### config.mk
export PLATFORM = sky130hd
export DESIGN_NAME = alu_driver_flat
export DESIGN_NICKNAME = d
export VERILOG_FILES = /design/src/rtl/alu_driver_if.sv /design/src/rtl/alu_driver.sv /design/src/flat_wrapper.sv
export SDC_FILE = /design/constraint.sdc
export NUM_CORES = 1
export LEC_CHECK = 0
export ABC_AREA = 1
export CORE_ASPECT_RATIO = 1.5
export CORE_MARGIN = 2
export CORE_UTILIZATION = 25
export DETAILED_ROUTE_END_ITERATION = 12
export PLACE_DENSITY = 0.52
export RECOVER_POWER = 100
export SLEW_MARGIN = 20
export SYNTH_ARGS = -nofsm -noshare
export SYNTH_HDL_FRONTEND = slang
export SYNTH_SLANG_ARGS = --single-unit
### constraint.sdc
create_clock -name clock -period 3.85 [get_ports clock]
set_clock_uncertainty 0.05 [all_clocks]
set_input_delay 0.9625 -clock clock [delete_from_list [all_inputs] [get_ports clock]]
set_output_delay 0.9625 -clock clock [all_outputs]
set_load 0.02 [all_outputs]
### src/rtl/alu_driver_if.sv
// Request/response bus between a client and alu_driver.
// Both channels use valid/ready: a transfer happens on a rising edge where valid
// and ready are both high; the sender holds its payload stable while valid is high.
interface alu_driver_if #(parameter int WIDTH = 16);
  logic             req_valid;
  logic             req_ready;
  logic [1:0]       req_op;
  logic [WIDTH-1:0] req_a;
  logic [WIDTH-1:0] req_b;
  logic             rsp_valid;
  logic             rsp_ready;
  logic [WIDTH-1:0] rsp_data;
  logic [1:0]       rsp_op;

  modport master (
    output req_valid, req_op, req_a, req_b, rsp_ready,
    input  req_ready, rsp_valid, rsp_data, rsp_op
  );

  modport slave (
    input  req_valid, req_op, req_a, req_b, rsp_ready,
    output req_ready, rsp_valid, rsp_data, rsp_op
  );
endinterface

### src/rtl/alu_driver.sv
// Registers one ALU request at a time, captures the combinational ALU result a
// cycle later into a 2-entry in-order response buffer, and counts captures.
module alu_driver #(
  parameter int WIDTH = 16
) (
  input  logic             clock,
  input  logic             clear,
  alu_driver_if.slave      bus,
  output logic [1:0]       opCode,
  output logic [WIDTH-1:0] inputA,
  output logic [WIDTH-1:0] inputB,
  input  logic [WIDTH-1:0] result,
  output logic [15:0]      op_count,
  output logic             dbg_state
);

  typedef enum logic {
    IDLE  = 1'b0,
    ISSUE = 1'b1
  } state_t;

  state_t           state_q;
  state_t           state_d;
  logic             ready;
  logic             hs;
  logic             push;
  logic             pop;

  logic [1:0]       count_q;
  logic [WIDTH-1:0] head_data_q;
  logic [1:0]       head_op_q;
  logic [WIDTH-1:0] tail_data_q;
  logic [1:0]       tail_op_q;
  logic [15:0]      cnt_q;

  always_ff @(posedge clock) begin
    if (clear) state_q <= IDLE;
    else       state_q <= state_d;
  end

  // Accepting only with a free slot guarantees room for the capture one cycle later.
  always_comb begin
    state_d = state_q;
    ready   = 1'b0;
    hs      = 1'b0;
    push    = 1'b0;
    pop     = (count_q != 2'd0) && bus.rsp_ready;
    case (state_q)
      IDLE: begin
        ready = (count_q < 2'd2);
        hs    = ready && bus.req_valid;
        if (hs) state_d = ISSUE;
      end
      ISSUE: begin
        push    = 1'b1;
        state_d = IDLE;
      end
      default: state_d = IDLE;
    endcase
  end

  always_ff @(posedge clock) begin
    if (clear) begin
      opCode      <= 2'b00;
      inputA      <= '0;
      inputB      <= '0;
      count_q     <= 2'd0;
      head_data_q <= '0;
      head_op_q   <= 2'b00;
      tail_data_q <= '0;
      tail_op_q   <= 2'b00;
      cnt_q       <= 16'd0;
    end else begin
      if (hs) begin
        opCode <= bus.req_op;
        inputA <= bus.req_a;
        inputB <= bus.req_b;
      end
      if (push) cnt_q <= cnt_q + 16'd1;
      // The head register keeps its last value when the buffer drains.
      case ({push, pop})
        2'b10: begin
          if (count_q == 2'd0) begin
            head_data_q <= result;
            head_op_q   <= opCode;
          end else begin
            tail_data_q <= result;
            tail_op_q   <= opCode;
          end
          count_q <= count_q + 2'd1;
        end
        2'b01: begin
          if (count_q == 2'd2) begin
            head_data_q <= tail_data_q;
            head_op_q   <= tail_op_q;
          end
          count_q <= count_q - 2'd1;
        end
        2'b11: begin
          if (count_q == 2'd1) begin
            head_data_q <= result;
            head_op_q   <= opCode;
          end else begin
            head_data_q <= tail_data_q;
            head_op_q   <= tail_op_q;
            tail_data_q <= result;
            tail_op_q   <= opCode;
          end
        end
        default: ;
      endcase
    end
  end

  assign bus.req_ready = ready;
  assign bus.rsp_valid = (count_q != 2'd0);
  assign bus.rsp_data  = head_data_q;
  assign bus.rsp_op    = head_op_q;
  assign op_count      = cnt_q;
  assign dbg_state     = state_q;

endmodule

### src/flat_wrapper.sv
// flat-port wrapper written by rule: the top's interface ports become plain ports
module alu_driver_flat 
#(
  parameter int WIDTH = 16
)
  (clock, clear, opCode, inputA, inputB, result, op_count, dbg_state, bus_req_valid, bus_req_op, bus_req_a, bus_req_b, bus_rsp_ready, bus_req_ready, bus_rsp_valid, bus_rsp_data, bus_rsp_op);
  alu_driver_if #(.WIDTH(WIDTH)) bus_i ();
  input  logic clock;
  input  logic clear;
  output logic [1:0] opCode;
  output logic [WIDTH-1:0] inputA;
  output logic [WIDTH-1:0] inputB;
  input  logic [WIDTH-1:0] result;
  output logic [15:0] op_count;
  output logic dbg_state;
  input wire logic [$bits(bus_i.req_valid)-1:0] bus_req_valid;
  input wire logic [$bits(bus_i.req_op)-1:0] bus_req_op;
  input wire logic [$bits(bus_i.req_a)-1:0] bus_req_a;
  input wire logic [$bits(bus_i.req_b)-1:0] bus_req_b;
  input wire logic [$bits(bus_i.rsp_ready)-1:0] bus_rsp_ready;
  output wire logic [$bits(bus_i.req_ready)-1:0] bus_req_ready;
  output wire logic [$bits(bus_i.rsp_valid)-1:0] bus_rsp_valid;
  output wire logic [$bits(bus_i.rsp_data)-1:0] bus_rsp_data;
  output wire logic [$bits(bus_i.rsp_op)-1:0] bus_rsp_op;
  assign bus_i.req_valid = bus_req_valid;
  assign bus_i.req_op = bus_req_op;
  assign bus_i.req_a = bus_req_a;
  assign bus_i.req_b = bus_req_b;
  assign bus_i.rsp_ready = bus_rsp_ready;
  assign bus_req_ready = bus_i.req_ready;
  assign bus_rsp_valid = bus_i.rsp_valid;
  assign bus_rsp_data = bus_i.rsp_data;
  assign bus_rsp_op = bus_i.rsp_op;
  alu_driver #(.WIDTH(WIDTH)) u_core (.clock(clock), .clear(clear), .bus(bus_i), .opCode(opCode), .inputA(inputA), .inputB(inputB), .result(result), .op_count(op_count), .dbg_state(dbg_state));
endmodule
== Word level (Yosys, flattened, before mapping) ==
Cells that the tools add are included.
Widths: inputs -> output; s select.
Operators by class
  add/subtract/negate cells: 3
  $lt $le $gt $ge: 1
  equal/unequal tests: 9
  multiplexer cells: 20
  bitwise logic cells: 1
  reductions and logical operators: 9
Operators by type and width (number)
  $mux 16: 5
  $pmux 16 s3: 1
  $pmux 16 s2: 1
  $add 16x1->16 const B: 1
  $mux 2: 5
  $pmux 2 s2: 2
  $eq 2x2->1 const B: 3
  $pmux 2 s3: 1
  $reduce_and 3->1: 2
  $reduce_bool 2->1: 3
  $eq 2x1->1 const B: 2
  $mux 1: 4
  $ne 2x1->1 const B: 2
  $ne 2x2->1 const B: 2
  $reduce_bool 3->1: 1
  $add 2x1->2 const B: 1
  $logic_and 1x1->1: 2
  $logic_not 2->1: 1
  $lt 2x2->1 const B: 1
  $pmux 1 s2: 1
  $sub 2x1->2 const B: 1
  $not 1->1: 1
Storage, ports and cells
  register bits: 89
  input bits: 54
  output and inout port bits: 71
  word-level logic and storage cells: 53

== Longest topological paths before layout ==
  depth after elaboration: 5
  depth in mapped cells: 11
  mapped depth without buffers: 10

== Worst setup path before layout ==
OpenSTA, ideal clock, no wires.
  path kind: in2reg
  start point: input port bus_rsp_ready
  end point: register u_core.head_data_q[13], in the netlist u_core.bus.rsp_data[13]
  library setup time: 113 ps
  arrival: 1682 ps
  data required time: 3687 ps
  setup slack: 2005 ps
  stages: 8
  buffers on the path: 1
  cell sequence: nand2_4 -> nor2_4 -> nand2_2 -> nand2_4 -> buf_6 -> nand2_1 -> nand2_1 -> nor2_1
Between the ends
  word-level cells in the longest chain between the ends: 4
  elaborated cells between the ends (all ways): 9
  classes of those cells: 5 x eq/ne; 1 x mux; 3 x reduce/logical
Ends and longest elaborated chain
  start, declared: RTL line flat_wrapper.sv:20  | input wire logic [$bits(bus_i.rsp_ready)-1:0] bus_rsp_ready;
  $logic_and 1x1->1 *: RTL line alu_driver.sv:47  | pop = (count_q != 2'd0) && bus.rsp_ready;
  $eq 2x1->1 / $eq 2x2->1 (equally long branches): RTL line alu_driver.sv:81  | case ({push, pop})
  $ne 2x1->1 (no source line) / $reduce_bool 3->1 (equally long branches)
  $reduce_and 3->1 (no source line)
  end signal, assigned: RTL line alu_driver.sv:84  | head_data_q <= result;
  end signal, assigned: RTL line alu_driver.sv:94  | head_data_q <= tail_data_q;
  end signal, assigned: RTL line alu_driver.sv:101  | head_data_q <= result;
  end, declared: RTL line alu_driver.sv:30  | logic [WIDTH-1:0] head_data_q;
Every way passes the cells marked *; elsewhere a longest branch is shown, timed or not.
A chain may end at the register's enable or synchronous reset.

== Worst setup path after layout ==
  start point: input port bus_rsp_ready
  end point: register u_core.tail_data_q[13]
Between the ends
  word-level cells in the longest chain between the ends: 4
  elaborated cells between the ends (all ways): 8
  classes of those cells: 4 x eq/ne; 1 x mux; 3 x reduce/logical
Ends and longest elaborated chain
  $logic_and 1x1->1 *: RTL line alu_driver.sv:47
  $eq 2x2->1: RTL line alu_driver.sv:81
  $ne 2x2->1 (no source line) / $reduce_bool 2->1 (equally long branches)
  $reduce_and 3->1 (no source line)
  end signal, assigned: RTL line alu_driver.sv:87  | tail_data_q <= result;
  end signal, assigned: RTL line alu_driver.sv:106  | tail_data_q <= result;
  end, declared: RTL line alu_driver.sv:32  | logic [WIDTH-1:0] tail_data_q;
Marked as above.

==> results.sh <==
export IMPL_reg2reg_slack_ns=1.33
export IMPL_grt_pass1_vias=3997
export IMPL_end_kind="flop"
export IMPL_cts_buffers=9
export IMPL_synthTopCellsByArea="dfxtp_1 41%, nand2_1 15%, nor2_1 14%"
export IMPL_synth_largest_area_cell="dfxtp_1"
export IMPL_synth_seq_cells=89
export IMPL_clk_pin_slew_ns=0.06
export IMPL_multi_input_area_um2=2100
export IMPL_hold_path_class="flop to flop"
export IMPL_synth_nets=706
export IMPL_nFillCells=1820
export IMPL_holdWs_ns=0.426
export IMPL_die_w_um=111
export IMPL_slew_violations=0
export IMPL_p_leak_nw=2.70
export IMPL_dp_cells=955
export IMPL_seqCellArea_um2=1780
export IMPL_holdPathEnd="u_core.inputB[8]"
export IMPL_yosysSeqAreaShare_pct=41.3
export IMPL_grt_max_degree=52
export IMPL_drive_gt1_share_pct=4.60
export IMPL_fin_cells=971
export IMPL_ir_drop_uv=266
export IMPL_tns_ns=0
export IMPL_first_pass_iters=4
export IMPL_postSynthAreaPerCell_um2=6.69
export IMPL_die_h_um=165
export IMPL_path_buf_inv=2
export IMPL_postRouteWirelength_mm=12.2
export IMPL_cpMaxStageDelayCell="dlygate4sd3_1"
export IMPL_worst_setup_path_start_kind="input port"
export IMPL_clock_path_buffers=2
export IMPL_vias_per_cell=4.25
export IMPL_status="finished, final reports clean"
export IMPL_hpwl_mm=8.47
export IMPL_tritoncts="yes"
export IMPL_period_needed_ns=3.09
export IMPL_crit_top_cell="nand2_1"
export IMPL_reg2reg_to="u_core.tail_data_q[13]"
export IMPL_slew_headroom_pct=19.4
export IMPL_yosysWarnings=0
export IMPL_final_antenna_net_count=0
export IMPL_worst_pin_slew_ns=1.21
export IMPL_synth_cells=646
export IMPL_setup_viol=0
export IMPL_rsz0062_at_grt="no"
export IMPL_rows=58
export IMPL_antenna_cells=0
export IMPL_crit_chain="dlygate4sd3_1, inv_1, o21ai_0, nand2_1, nand3b_1, nand2_1, nor2_1"
export IMPL_nets=816
export IMPL_cts_root_buffer="clkbuf_16"
export IMPL_cts_resized=0
export IMPL_postLayoutCellArea_um2=6000
export IMPL_hold_buffers=0
export IMPL_reg2reg_from="u_core.count_q[0]"
export IMPL_drc=0
export IMPL_synth_top_area_share_pct=41.3
export IMPL_drt_iter0_drc=184
export IMPL_syn2layout_area_growth_pct=38.9
export IMPL_grt_pass1_wl_mm=20.0
export IMPL_initial_core_util_pct=25.7
export IMPL_antenna_found_initial=0
export IMPL_die_area_um2=18400
export IMPL_grt_use_total_pct=13.5
export IMPL_cpLargestDelayFamily="simple AND/OR/NAND/NOR gates"
export IMPL_cts_setup_buffers=0
export IMPL_htree_num_levels=3
export IMPL_syn_cell_area_um2=4320
export IMPL_wl_per_cell_um=12.6
export IMPL_io_pins=125
export IMPL_rr_worst_depth=7
export IMPL_slowest_delay_ns=0.61
export IMPL_clock_sinks=89
export IMPL_clk_latency_ns=0.33
export IMPL_grt_overflow=0
export IMPL_critical_path_class="input port to flop"
export IMPL_synth_cell_type_count=30
export IMPL_whs_path_depth=2
export IMPL_cp_required_ns=4.07
export IMPL_fmax_mhz=323
export IMPL_place_gp_congestion=0.746
export IMPL_max_cap_violations=0
export IMPL_period_share_pct=80.3
export IMPL_hold_path_startpoint="u_core.inputB[8]"
export IMPL_placed_area_um2=5670
export IMPL_cp_arrival_ns=3.31
export IMPL_hold_viol_final=0
export IMPL_port_buffers=124
export IMPL_crit_fanout=18
export IMPL_core_area_um2=16800
export IMPL_p_total_mw=3.11
export IMPL_final_common_cell="nand2_1"
export IMPL_layout_common_cells="171 x nand2_1, 165 x nor2_1, 89 x dfxtp_1, 73 x dlygate4sd3_1, 55 x o21ai_0"
export IMPL_vias=4131
export IMPL_p_per_area_nw_per_um2=518
[registers in the layout, summed over array words and instances, names as in the netlist]
name and count:
u_core.bus.rsp_data 16, u_core.inputA 16, u_core.inputB 16, u_core.op_count 16
u_core.tail_data_q 16, u_core.bus.rsp_op 2, u_core.count_q 2, u_core.opCode 2
u_core.tail_op_q 2, u_core.dbg_state 1
[logic make-up (layout without fill, tap and decap cells)]
family | count (synthesis) | count (layout) | synth area share, %
AO/OA/AOI/OAI | 70 | 70 | 8.89
AND/OR/NAND/NOR | 394 | 394 | 38.4
adder cells (fa/ha/maj) | 6 | 6 | 1.74
buffers and inverters | 86 | 201 | 9.53
XOR/XNOR | 1 | 1 | 0.203
flip-flops | 89 | 89 | 41.3
[worst max-delay path by stage]
stage,start,end,depth (start not counted)
after CTS,u_core.dbg_state,bus_req_ready,2
after global placement,bus_rsp_ready,u_core.tail_data_q[10],7
final,bus_rsp_ready,u_core.tail_data_q[13],7
after floorplan,bus_rsp_ready,u_core.bus.rsp_data[13],8
after detailed placement,bus_rsp_ready,u_core.tail_data_q[0],7
after global routing,bus_rsp_ready,u_core.tail_data_q[13],7
[power breakdown]
group          switching (mW)  leakage (nW)  total (mW)  internal (mW)
clock                   0.382         0.176        1.08          0.702
sequential             0.0690         0.730        1.11           1.05
combinational           0.559          1.79       0.909          0.350
[final cells by class]
cell class | count | area share [%]
repair buffers | 129 | 21.2
inverters | 56 | 3.54
flip-flops and latches | 89 | 29.7
clock buffers | 9 | 3.75
multi-input cells | 471 | 35.1
well taps | 210 | 4.38
clock inverters | 7 | 2.36
[cells in the mapped netlist]
library cell / count
a21oi_1: 12
a21oi_4: 1
buf_4: 5
dfxtp_1: 89
buf_2: 6
clkbuf_1: 11
and3_1: 2
o21ai_0: 54
nand2_1: 170
nand2_4: 4
nor2_2: 1
xor2_1: 1
nand2_2: 1
nor2_8: 1
o21ai_2: 1
nor2_4: 1
nor3_1: 3
o22ai_2: 1
buf_6: 8
nand4_1: 4
o21ai_4: 1
clkinv_1: 1
inv_2: 4
nor2_1: 164
inv_1: 50
nand3b_1: 16
nor3b_2: 1
nand3_1: 26
ha_1: 6
inv_4: 1
[per-stage QoR]
stage          setup slack (ns)  utilization, %
4_1_cts                   0.864            35.9
3_3_place_gp               1.08            33.7
3_5_place_dp               1.01            33.7
5_1_grt                   0.562            35.6
2_1_floorplan              2.01               -
6_report                  0.757            35.6
[routing by layer]
metal	global-route usage, %	up-vias	share of wire (%)
met5	0	-	0
met4	4.83	0	1.0
met3	3.60	7	4.7
li1	-	2220	-
met2	25.2	79	53
met1	14.6	1825	42
[tightest hold or removal path, cell delays in order, from the launching register on]
cell,delay (ns)
dfxtp_1,0.32
nor2_1,0.04
nor2_1,0.08
No activity file was read; power rests on OpenSTA's default activity.
